--- config.mk ---
export PLATFORM = sky130hd
export DESIGN_NAME = clint
export DESIGN_NICKNAME = d
export VERILOG_FILES = /design/src/rtl/clint_pkg.sv /design/src/rtl/clint_timer.sv /design/src/rtl/clint.sv
export SDC_FILE = /design/constraint.sdc
export NUM_CORES = 1
export LEC_CHECK = 0
export BUFFER_PORTS_ARGS = -buffer_cell sky130_fd_sc_hd__buf_2
export CAP_MARGIN = 10
export CORE_ASPECT_RATIO = 1.4
export CORE_MARGIN = 2
export CORE_UTILIZATION = 67
export CTS_BUF_LIST = sky130_fd_sc_hd__clkbuf_4 sky130_fd_sc_hd__clkbuf_8
export DETAILED_ROUTE_END_ITERATION = 8
export PLACE_DENSITY = 0.95
export SYNTH_ARGS = -nofsm -noshare
export SYNTH_HDL_FRONTEND = slang
export SYNTH_SLANG_ARGS = --single-unit
--- constraint.sdc ---
create_clock -name clk -period 7.8 [get_ports clk]
set_input_delay 1.56 -clock clk [delete_from_list [all_inputs] [get_ports clk]]
set_output_delay 1.56 -clock clk [all_outputs]
set_load 0.02 [all_outputs]
--- src/rtl/clint_pkg.sv ---
// Shared definitions for the core-local interruptor: bus widths, register
// offsets, access-size encodings and the byte-lane helpers.
package clint_pkg;

  localparam int ADDR_WIDTH     = 16;
  localparam int SIZE_WIDTH     = 3;
  localparam int REG_DATA_WIDTH = 32;
  localparam int BUS_DATA_WIDTH = 32;

  localparam logic [ADDR_WIDTH-1:0] CLINT_MSIP_OFS     = 16'h0000;
  localparam logic [ADDR_WIDTH-1:0] CLINT_MTIMECMP_OFS = 16'h4000;
  localparam logic [ADDR_WIDTH-1:0] CLINT_MTIME_OFS    = 16'hBFF8;

  localparam logic [SIZE_WIDTH-1:0] SIZE_BYTE = 3'd1;
  localparam logic [SIZE_WIDTH-1:0] SIZE_HALF = 3'd2;
  localparam logic [SIZE_WIDTH-1:0] SIZE_WORD = 3'd4;

  // Word-granular register selector produced by the address decoder.
  typedef enum logic [2:0] {
    REG_NONE    = 3'd0,
    REG_MSIP    = 3'd1,
    REG_CMP_LO  = 3'd2,
    REG_CMP_HI  = 3'd3,
    REG_TIME_LO = 3'd4,
    REG_TIME_HI = 3'd5
  } clint_reg_e;

  // Byte strobe for an access; a misaligned or badly sized access yields 0.
  function automatic logic [3:0] byte_mask(input logic [SIZE_WIDTH-1:0] size,
                                           input logic [1:0] addr);
    logic [3:0] mask;
    case (size)
      SIZE_BYTE: mask = 4'b0001 << addr;
      SIZE_HALF: mask = addr[0] ? 4'b0000 : (4'b0011 << addr);
      SIZE_WORD: mask = (addr == 2'b00) ? 4'b1111 : 4'b0000;
      default:   mask = 4'b0000;
    endcase
    return mask;
  endfunction

  // Map a byte offset to the 32-bit register word it falls in.
  function automatic clint_reg_e decode_reg(input logic [ADDR_WIDTH-1:0] addr);
    clint_reg_e sel;
    if (addr[ADDR_WIDTH-1:2] == CLINT_MSIP_OFS[ADDR_WIDTH-1:2]) begin
      sel = REG_MSIP;
    end else if (addr[ADDR_WIDTH-1:2] == CLINT_MTIMECMP_OFS[ADDR_WIDTH-1:2]) begin
      sel = REG_CMP_LO;
    end else if (addr[ADDR_WIDTH-1:2] == (CLINT_MTIMECMP_OFS[ADDR_WIDTH-1:2] + 14'd1)) begin
      sel = REG_CMP_HI;
    end else if (addr[ADDR_WIDTH-1:2] == CLINT_MTIME_OFS[ADDR_WIDTH-1:2]) begin
      sel = REG_TIME_LO;
    end else if (addr[ADDR_WIDTH-1:2] == (CLINT_MTIME_OFS[ADDR_WIDTH-1:2] + 14'd1)) begin
      sel = REG_TIME_HI;
    end else begin
      sel = REG_NONE;
    end
    return sel;
  endfunction

  // Replace the strobed bytes of a word with the matching bytes of data.
  function automatic logic [31:0] merge_word(input logic [31:0] old_word,
                                             input logic [31:0] data,
                                             input logic [3:0]  be);
    logic [31:0] res;
    res = old_word;
    for (int i = 0; i < 4; i++) begin
      if (be[i]) begin
        res[i*8 +: 8] = data[i*8 +: 8];
      end else begin
        res[i*8 +: 8] = old_word[i*8 +: 8];
      end
    end
    return res;
  endfunction

endpackage

--- src/rtl/clint_timer.sv ---
// Machine timer: prescaler, 64-bit mtime, 64-bit mtimecmp and the
// registered timer-interrupt compare. Writes arrive as per-word byte strobes
// with lane-aligned data.
module clint_timer
  import clint_pkg::*;
#(
  parameter int          TICK_DIV     = 1,
  parameter logic [63:0] MTIMECMP_RST = 64'hFFFF_FFFF_FFFF_FFFF
) (
  input  logic        clk,
  input  logic        rst,
  input  logic [3:0]  cmp_lo_be,
  input  logic [3:0]  cmp_hi_be,
  input  logic [3:0]  time_lo_be,
  input  logic [3:0]  time_hi_be,
  input  logic [31:0] wdata,
  output logic [63:0] mtime,
  output logic [63:0] mtimecmp,
  output logic        mtip
);

  localparam logic [15:0] TICK_LAST = 16'(TICK_DIV - 1);

  logic [15:0] presc_r;
  logic        tick_s;
  logic [63:0] mtime_r;
  logic [63:0] mtimecmp_r;
  logic        mtip_r;
  logic [31:0] lo_inc_s;
  logic        carry_s;
  logic [31:0] time_lo_nxt_s;
  logic [31:0] time_hi_nxt_s;
  logic [31:0] cmp_lo_nxt_s;
  logic [31:0] cmp_hi_nxt_s;

  // Terminal count of the prescaler marks a timer tick.
  always_comb begin
    tick_s = (presc_r == TICK_LAST);
  end

  // Prescaler counts 0..TICK_DIV-1 and wraps on the tick.
  always_ff @(posedge clk or negedge rst) begin
    if (!rst) begin
      presc_r <= 16'h0000;
    end else if (tick_s) begin
      presc_r <= 16'h0000;
    end else begin
      presc_r <= presc_r + 16'h0001;
    end
  end

  // Next mtime/mtimecmp: written bytes override the incremented value, and
  // the low-word carry is added on top of the high word even when written.
  always_comb begin
    lo_inc_s      = mtime_r[31:0] + {31'b0, tick_s};
    carry_s       = tick_s & (mtime_r[31:0] == 32'hFFFF_FFFF);
    time_lo_nxt_s = merge_word(lo_inc_s, wdata, time_lo_be);
    time_hi_nxt_s = merge_word(mtime_r[63:32], wdata, time_hi_be) + {31'b0, carry_s};
    cmp_lo_nxt_s  = merge_word(mtimecmp_r[31:0], wdata, cmp_lo_be);
    cmp_hi_nxt_s  = merge_word(mtimecmp_r[63:32], wdata, cmp_hi_be);
  end

  // Timer state registers and the interrupt compare on current values.
  always_ff @(posedge clk or negedge rst) begin
    if (!rst) begin
      mtime_r    <= 64'h0;
      mtimecmp_r <= MTIMECMP_RST;
      mtip_r     <= 1'b0;
    end else begin
      mtime_r    <= {time_hi_nxt_s, time_lo_nxt_s};
      mtimecmp_r <= {cmp_hi_nxt_s, cmp_lo_nxt_s};
      mtip_r     <= (mtime_r >= mtimecmp_r);
    end
  end

  assign mtime    = mtime_r;
  assign mtimecmp = mtimecmp_r;
  assign mtip     = mtip_r;

endmodule

--- src/rtl/clint.sv ---
// Core-local interruptor top: decodes bus offsets, holds msip, routes write
// strobes into the timer and registers read data for the bus.
module clint
  import clint_pkg::*;
#(
  parameter int          TICK_DIV     = 1,
  parameter logic [63:0] MTIMECMP_RST = 64'hFFFF_FFFF_FFFF_FFFF
) (
  input  logic                      clk,
  input  logic                      rst,
  input  logic [ADDR_WIDTH-1:0]     bus_clint_read_addr,
  input  logic [ADDR_WIDTH-1:0]     bus_clint_write_addr,
  input  logic [SIZE_WIDTH-1:0]     bus_clint_read_size,
  input  logic [SIZE_WIDTH-1:0]     bus_clint_write_size,
  input  logic [REG_DATA_WIDTH-1:0] bus_clint_data,
  input  logic                      bus_clint_rd,
  input  logic                      bus_clint_wr,
  output logic [BUS_DATA_WIDTH-1:0] clint_bus_data,
  output logic                      clint_msip,
  output logic                      clint_mtip
);

  clint_reg_e  wr_sel_s;
  clint_reg_e  rd_sel_s;
  logic [3:0]  wr_be_s;
  logic [3:0]  rd_be_s;
  logic [31:0] wdata_s;
  logic [3:0]  cmp_lo_be_s;
  logic [3:0]  cmp_hi_be_s;
  logic [3:0]  time_lo_be_s;
  logic [3:0]  time_hi_be_s;
  logic        msip_we_s;
  logic        msip_r;
  logic [63:0] mtime_s;
  logic [63:0] mtimecmp_s;
  logic        mtip_s;
  logic [31:0] rd_word_s;
  logic [31:0] rd_shift_s;
  logic [31:0] rd_data_s;
  logic [31:0] bus_data_r;

  // Write decode: lane-align the data and steer byte strobes to one word.
  always_comb begin
    wr_sel_s     = decode_reg(bus_clint_write_addr);
    wdata_s      = bus_clint_data << {bus_clint_write_addr[1:0], 3'b000};
    cmp_lo_be_s  = 4'b0000;
    cmp_hi_be_s  = 4'b0000;
    time_lo_be_s = 4'b0000;
    time_hi_be_s = 4'b0000;
    msip_we_s    = 1'b0;
    if (bus_clint_wr) begin
      wr_be_s = byte_mask(bus_clint_write_size, bus_clint_write_addr[1:0]);
    end else begin
      wr_be_s = 4'b0000;
    end
    case (wr_sel_s)
      REG_MSIP:    msip_we_s    = wr_be_s[0];
      REG_CMP_LO:  cmp_lo_be_s  = wr_be_s;
      REG_CMP_HI:  cmp_hi_be_s  = wr_be_s;
      REG_TIME_LO: time_lo_be_s = wr_be_s;
      REG_TIME_HI: time_hi_be_s = wr_be_s;
      default:     msip_we_s    = 1'b0;
    endcase
  end

  // Software interrupt bit; only byte 0 bit 0 of the word is implemented.
  always_ff @(posedge clk or negedge rst) begin
    if (!rst) begin
      msip_r <= 1'b0;
    end else if (msip_we_s) begin
      msip_r <= wdata_s[0];
    end else begin
      msip_r <= msip_r;
    end
  end

  clint_timer #(
    .TICK_DIV     (TICK_DIV),
    .MTIMECMP_RST (MTIMECMP_RST)
  ) u_timer (
    .clk        (clk),
    .rst        (rst),
    .cmp_lo_be  (cmp_lo_be_s),
    .cmp_hi_be  (cmp_hi_be_s),
    .time_lo_be (time_lo_be_s),
    .time_hi_be (time_hi_be_s),
    .wdata      (wdata_s),
    .mtime      (mtime_s),
    .mtimecmp   (mtimecmp_s),
    .mtip       (mtip_s)
  );

  // Read mux on pre-write register values, shifted and size-truncated.
  always_comb begin
    rd_sel_s = decode_reg(bus_clint_read_addr);
    rd_be_s  = byte_mask(bus_clint_read_size, bus_clint_read_addr[1:0]);
    case (rd_sel_s)
      REG_MSIP:    rd_word_s = {31'b0, msip_r};
      REG_CMP_LO:  rd_word_s = mtimecmp_s[31:0];
      REG_CMP_HI:  rd_word_s = mtimecmp_s[63:32];
      REG_TIME_LO: rd_word_s = mtime_s[31:0];
      REG_TIME_HI: rd_word_s = mtime_s[63:32];
      default:     rd_word_s = 32'h0000_0000;
    endcase
    rd_shift_s = rd_word_s >> {bus_clint_read_addr[1:0], 3'b000};
    if (rd_be_s == 4'b0000) begin
      rd_data_s = 32'h0000_0000;
    end else begin
      case (bus_clint_read_size)
        SIZE_BYTE: rd_data_s = {24'h00_0000, rd_shift_s[7:0]};
        SIZE_HALF: rd_data_s = {16'h0000, rd_shift_s[15:0]};
        SIZE_WORD: rd_data_s = rd_shift_s;
        default:   rd_data_s = 32'h0000_0000;
      endcase
    end
  end

  // Read data register; holds until the next read strobe.
  always_ff @(posedge clk or negedge rst) begin
    if (!rst) begin
      bus_data_r <= 32'h0000_0000;
    end else if (bus_clint_rd) begin
      bus_data_r <= rd_data_s;
    end else begin
      bus_data_r <= bus_data_r;
    end
  end

  assign clint_bus_data = bus_data_r;
  assign clint_msip     = msip_r;
  assign clint_mtip     = mtip_s;

endmodule

==> reports/results.tsv, run 1 <==
stage	metric	value	unit
logic_synthesis	sequential cell area fraction in the yosys report	37.4	%
placement	Setup WS pre-CTS	1.66	ns
timing	Worst Max-Slew Pin Slew	1.12	ns
placement	I/O Buffers	107	
route	Antenna Violating Nets Remaining	0	
floorplan	core area	0.0179	mm^2
timing	Setup TNS	0	ns
clocking	CTS tree	done	
cells_and_area	fraction of layout cells with a size suffix above 1	18.3	%
logic_synthesis	Net Count, Synth	1465	
clocking	CTS resizes	0	
logic_synthesis	area of the mapped netlist	0.0121	mm^2
floorplan	# IOs	108	
route	First-pass DRT Iterations	6	
clocking	clock latency on the worst-skew pair	0.50	ns
timing	worst slew margin relative to its limit	24.9	%
logic_synthesis	top_reg_cell synth	dfrtp_1	
cells_and_area	area of the multi-input gates	0.00706	mm^2
placement	Post-DP HPWL	28.2	mm
global_routing	largest net degree at the start of global routing	103	
floorplan	Die Span X	118	um
clocking	CTS H-tree lvls	4	
cells_and_area	filler cell count in the final layout	1218	
clocking	hold_buf cts	0	
cells_and_area	most common cell after layout, fill and taps aside	dfrtp_1	
timing	final setup fails	0	
logic_synthesis	Syn Inst Count	1321	
setup_path	WS Path Type	in2reg	
setup_path	origin of the worst setup path	bus_clint_write_addr[0]	
clocking	CTS clock-pin slew for the worst setup and hold paths	0.10	ns
cells_and_area	Post-layout nets	1534	
setup_path	critical path peak fanout	37	
route	via count	11500	
timing	Final Skew	0.0208	ns
cells_and_area	Final Util	73.8	%
setup_path	CP Data Arrival Time	6.16	ns
global_routing	initial antenna violation count	0	
cells_and_area	P&R area growth vs syn	8.57	%
route	post-DR vias/cell	7.00	
logic_synthesis	yosys warns	0	
clocking	TritonCTS Buffers	17	
floorplan	Die Y-Extent	163	um
global_routing	vias in the first global route	11400	
placement	gpl congestion	1.01	
setup_path	RR Startpoint	u_timer.presc_r[0]	
route	aggregate routed wire length	38.4	mm
logic_synthesis	Yosys cell types	76	
logic_synthesis	Synth async-reset ratio	100	%
pwr	Max IR drop VDD	0.111	mV
global_routing	first-pass GRT wire length	59.8	mm
clocking	Sink Count	178	
floorplan	Starting Density	68.0	%
cells_and_area	most frequent cells in the layout	dfrtp_1 (114), nand2_1 (113), buf_2 (106), mux2i_1 (98), nor2_1 (97)	
logic_synthesis	Mean Syn Cell Area	9.19	um^2
setup_path	CP required	8.20	ns
pwr	LEAKAGE	6.00	nW
timing	max-slew violation total from the final report	0	
clocking	worst-case clock buffer depth	2	
job	max cap viols	0	
timing	Final Hold Fails	0	
clocking	Clock Tree Root	clkbuf_8	
timing	Max Clock Freq	174	MHz
global_routing	gr usage total	40.1	%
pwr	Pwr Total	0.00178	W
floorplan	# rows	58	
route	Residual DRC	0	
cells_and_area	Ant. Diodes	0	
timing	final worst-path cycle share	73.9	%
timing	RSZ-0062 raised after global routing	false	
worst_hold_path	HP Start	clint_bus_data[20]	
setup_path	Worst setup SP type	input port	
global_routing	GRT Residual Overflow	0	
logic_synthesis	EDFF count, synth	0	
setup_path	CP Capture Type	flop	
clocking	setup bufs post-CTS	0	
pwr	Pwr Density	135	mW/mm^2
route	WL per Instance	23.4	um
timing	Final Critical Period	5.76	ns
timing	fin worst setup slack	2.04	ns
floorplan	die area	0.0192	mm^2
logic_synthesis	Yosys reg bits	178	
outcome	status	complete, no violations	
worst_hold_path	hold crit path type	reg2reg	
route	number of DRC markers in iteration 0	1317	
cells_and_area	Reg area	0.00453	mm^2
[cell families (layout without fill, tap and decap cells)]
logic type      Yosys count  count (layout)  share of synthesized area [%]
xor+xnor                 79              79                           5.70
fa+ha+maj                70              70                           7.22
buf+inv                 139             221                           4.49
simple gates            422             422                           18.2
mux                     124             124                           10.5
compound gates          309             309                           16.6
flops                   178             178                           37.4
[path summary, 6_finish.rpt]
check,end,slack [ns],cells past startpoint
max in group asynchronous,u_timer.mtime[19],5.11,2
setup / recovery,u_timer.mtime[54],2.04,14
setup reg to reg,u_timer.mtime[54],3.73,14
hold reg to reg,clint_bus_data[20],0.49,1
min in group asynchronous,u_timer.mtime[2],1.15,1
hold / removal,clint_bus_data[20],0.49,1
[through the flow]
stage / area (um^2) / hold slack [ns] / cells
after floorplan: 12100 / 0.447 / 1321
after global placement: 12800 / 0.466 / 1611
after detailed placement: 12800 / 0.473 / 1611
after CTS: 13200 / 0.494 / 1643
after global routing: 13200 / 0.513 / 1643
final: 13200 / 0.494 / 1643
[synthesized netlist by cell type (all sizes together) (11+ instances only)]
library cell / n / area, um^2
a21o: 17 / 128
a21oi: 73 / 365
a22oi: 15 / 113
and3: 11 / 68.8
buf: 16 / 83.8
clkbuf: 47 / 176
dfrtp: 114 / 2850
dfstp: 64 / 1680
ha: 70 / 876
inv: 74 / 278
mux2: 26 / 293
mux2i: 98 / 981
nand2: 113 / 424
nand3: 44 / 220
nand4: 34 / 219
nor2: 100 / 397
nor2b: 12 / 75.1
nor3: 25 / 130
nor4: 22 / 171
o21ai: 82 / 410
o22ai: 23 / 144
o2bb2ai: 12 / 105
xnor2: 53 / 464
xor2: 26 / 228
[critical path, cell delays in order]
cell and delay (ns):
buf_2 0.36, nor3b_1 0.36, o211ai_1 0.42, nor2_2 0.73
mux2_2 0.41, ha_1 0.23, ha_1 0.27, nand2_1 0.10
a21oi_1 0.04, a31oi_1 0.62, or4b_1 0.48, nor2_2 0.13
a211o_1 0.32, o211ai_1 0.11
[power by group]
group,internal (W),total (W),switching (W)
combinational,0.0000537,0.000172,0.000118
sequential,0.000928,0.000934,0.00000618
clock,0.000299,0.000674,0.000375
total,0.00128,0.00178,0.000499
[layer usage]
metal / vias up / part of all wire (%) / global-route usage, %
li1: 4961 / - / -
met1: 5435 / 34 / 44.9
met2: 842 / 46 / 64.5
met3: 265 / 11 / 10.6
met4: 0 / 9.4 / 32.5
met5: - / 0 / 0
[registers in the layout, indices dropped and copies added (netlist names)]
name / cells
u_timer.mtimecmp: 64
u_timer.mtime: 64
clint_bus_data: 32
u_timer.presc_r: 16
clint_msip: 1
u_timer.mtip: 1
[cell type report]
type | count | area share (%)
timing repair buffer | 113 | 4.45
sequential | 178 | 34.4
tap | 240 | 2.28
multi-input combinational | 1004 | 53.6
inverter | 76 | 2.16
clock buffer | 18 | 1.83
clock inverter | 14 | 1.25
No activity file was read; power rests on OpenSTA's default activity.
==> inputs of run 2 (changes only) <==
- CORE_UTILIZATION: 67 -> 63
- PLACE_DENSITY: 0.95 -> 0.94
- clock period: 7.8 -> 5.4 ns (I/O delays scaled with it)
==> reports/results.tsv, run 2 (same netlist as run 1, synthesis figures left out) <==
stage	metric	value	unit	change
floorplan	# IOs	108		unchanged
timing	RSZ-0062 raised after global routing	false		
cells_and_area	Post-layout nets	1544		+0.65%
timing	worst slew margin relative to its limit	11.8	%	-13 points
route	Antenna Violating Nets Remaining	0		unchanged
cells_and_area	fraction of layout cells with a size suffix above 1	18.9	%	+0.58 points
pwr	clock share of power	35.6	%	-2.3 points
clocking	setup bufs post-CTS	0		unchanged
global_routing	GRT Residual Overflow	0		unchanged
timing	final setup fails	0		unchanged
pwr	LEAKAGE	6.02	nW	+0.29%
placement	gpl congestion	1.04		+2.2%
cells_and_area	most common cell after layout, fill and taps aside	dfrtp_1		
global_routing	gr usage total	38.4	%	-1.7 points
clocking	Clock Tree Root	clkbuf_8		
pwr	Pwr Total	0.00251	W	+41%
timing	max-slew violation total from the final report	0		unchanged
timing	Final Critical Period	4.24	ns	
pwr	Max IR drop VDD	0.143	mV	+30%
clocking	TritonCTS Buffers	17		unchanged
placement	Placed Instances	1629		+1.1%
placement	I/O Buffers	107		unchanged
cells_and_area	final cell count without fillers	1661		+1.1%
placement	Area after DPL	0.0129	mm^2	+0.67%
timing	Final Hold Fails	0		unchanged
cells_and_area	P&R area growth vs syn	8.93	%	
clocking	hold_buf cts	0		unchanged
timing	Final Skew	0.0185	ns	-0.00230 ns
pwr	Pwr Density	190	mW/mm^2	+41%
cells_and_area	filler cell count in the final layout	1403		+15%
cells_and_area	Final Util	69.3	%	-4.5 points
clocking	Sink Count	178		unchanged
clocking	clock latency on the worst-skew pair	0.51	ns	about the same
timing	Setup TNS	0	ns	unchanged
clocking	CTS resizes	0		unchanged
pwr	sw power	0.000741	W	+48%
clocking	CTS H-tree lvls	4		unchanged
floorplan	die area	0.0204	mm^2	+6.2%
floorplan	Die Y-Extent	168	um	+3.1%
global_routing	vias in the first global route	11200		-1.8%
global_routing	first-pass GRT wire length	60.1	mm	+0.43%
timing	final worst-path cycle share	78.5	%	
timing	Max Clock Freq	236	MHz	
setup_path	Worst setup SP type	input port		
setup_path	critical path peak fanout	10		-73%
route	First-pass DRT Iterations	7		+1
timing	Worst Max-Slew Pin Slew	1.31	ns	+0.194 ns
route	Residual DRC	0		unchanged
cells_and_area	Ant. Diodes	0		unchanged
pwr	Internal	0.00177	W	+38%
worst_hold_path	hold crit path type	reg2reg		
route	post-DR vias/cell	6.92		-1.1%
floorplan	Starting Density	63.7	%	-4.3 points
setup_path	CP Data Arrival Time	4.60	ns	-1.56 ns
route	via count	11500		-0.017%
floorplan	Die Span X	121	um	+3.0%
outcome	status	complete, no violations		
pwr	switching portion of total power	29.5	%	+1.5 points
cells_and_area	fin area	0.0132	mm^2	+0.33%
clocking	CTS clock-pin slew for the worst setup and hold paths	0.10	ns	about the same
floorplan	core area	0.0191	mm^2	+6.8%
pwr	register share of total power	53.8	%	+1.3 points
pwr	Comb power frac	10.6	%	+1.0 points
global_routing	initial antenna violation count	0		unchanged
global_routing	largest net degree at the start of global routing	102		-0.97%
setup_path	WS Path Type	in2reg		
clocking	CTS tree	done		
setup_path	CP Capture Type	flop		
floorplan	# rows	60		+3.4%
job	max cap viols	0		unchanged
route	WL per Instance	23.4	um	+0.14%
cells_and_area	most frequent cells in the layout	dfrtp_1 (114), nand2_1 (113), buf_2 (106), mux2i_1 (98), nor2_1 (97)		
clocking	worst-case clock buffer depth	2		unchanged
route	number of DRC markers in iteration 0	1558		+18%
setup_path	CP required	5.76	ns	-2.44 ns
route	aggregate routed wire length	38.8	mm	+1.2%
placement	Post-DP HPWL	28.7	mm	+1.5%
==> run 2: cell types whose count changed in the layout (fill, tap and decap cells not counted) <==
cell        delta
buf_4         +10
bufinv_16      -2
clkbuf_4       +1
clkinv_2       -1
clkinvlp_4     +3
inv_6          -2
inv_8          +1
==> run 2: power by group through the flow <==
stage	Combinational, W	Sequential (W)	Clock, W
6_report	0.000266	0.00135	0.000894
5_1_grt	0.000279	0.00135	0.000941
4_1_cts	0.000255	0.00135	0.000886
3_5_place_dp	0.000253	0.00137	0
3_3_place_gp	0.000247	0.00137	0
2_1_floorplan	0.000130	0.00137	0
==> run 2: through the flow <==
stage	worst slack [ns]	hold WS (ns)
floorplan	0.649	0.447
global placement	0.893	0.467
detailed placement	0.756	0.472
CTS	1.24	0.501
global route	1.04	0.516
finish	1.16	0.496
==> run 2: area by class of cell <==
cell class / count / area (um^2) / share of cell area [%]
multi-input combinational: 1004 / 7060 / 53.4
timing repair buffer: 123 / 662 / 5.01
inverter: 76 / 285 / 2.16
tap: 248 / 310 / 2.35
clock inverter: 13 / 116 / 0.880
sequential: 178 / 4530 / 34.3
clock buffer: 19 / 249 / 1.88
==> run 2: worst max-delay path: stages <==
cell	delay, ns
buf_2	0.15
xor2_1	0.18
o211ai_1	0.59
nor2_2	0.10
mux2_2	0.25
ha_1	0.23
ha_1	0.29
nand2_1	0.08
a21oi_1	0.12
a31oi_1	0.05
buf_4	0.17
or4b_1	0.73
nor2_1	0.26
xor2_1	0.20
mux2i_1	0.10
==> run 2: metal layers <==
metal / vias to the layer above / global-route usage, % / share of wire, %
met3: 289 / 7.93 / 10
met1: 5367 / 44.8 / 34
met5: - / 0 / 0
met2: 883 / 60.4 / 46
met4: 0 / 31.2 / 9.9
li1: 4962 / - / -
==> run 2: path summary, 6_finish.rpt <==
| kind | from | end | slack, ns | cells past startpoint |
|---|---|---|---|---|
| max | bus_clint_write_size[1] | u_timer.mtime[44] | 1.16 | 15 |
| min | u_timer.presc_r[15] | u_timer.presc_r[15] | 0.50 | 1 |
| max reg2reg | u_timer.presc_r[0] | u_timer.mtime[44] | 1.27 | 15 |
| min reg2reg | u_timer.presc_r[15] | u_timer.presc_r[15] | 0.50 | 1 |
| max in group asynchronous | rst | u_timer.mtimecmp[48] | 3.62 | 2 |
| min in group asynchronous | rst | u_timer.presc_r[3] | 0.64 | 1 |
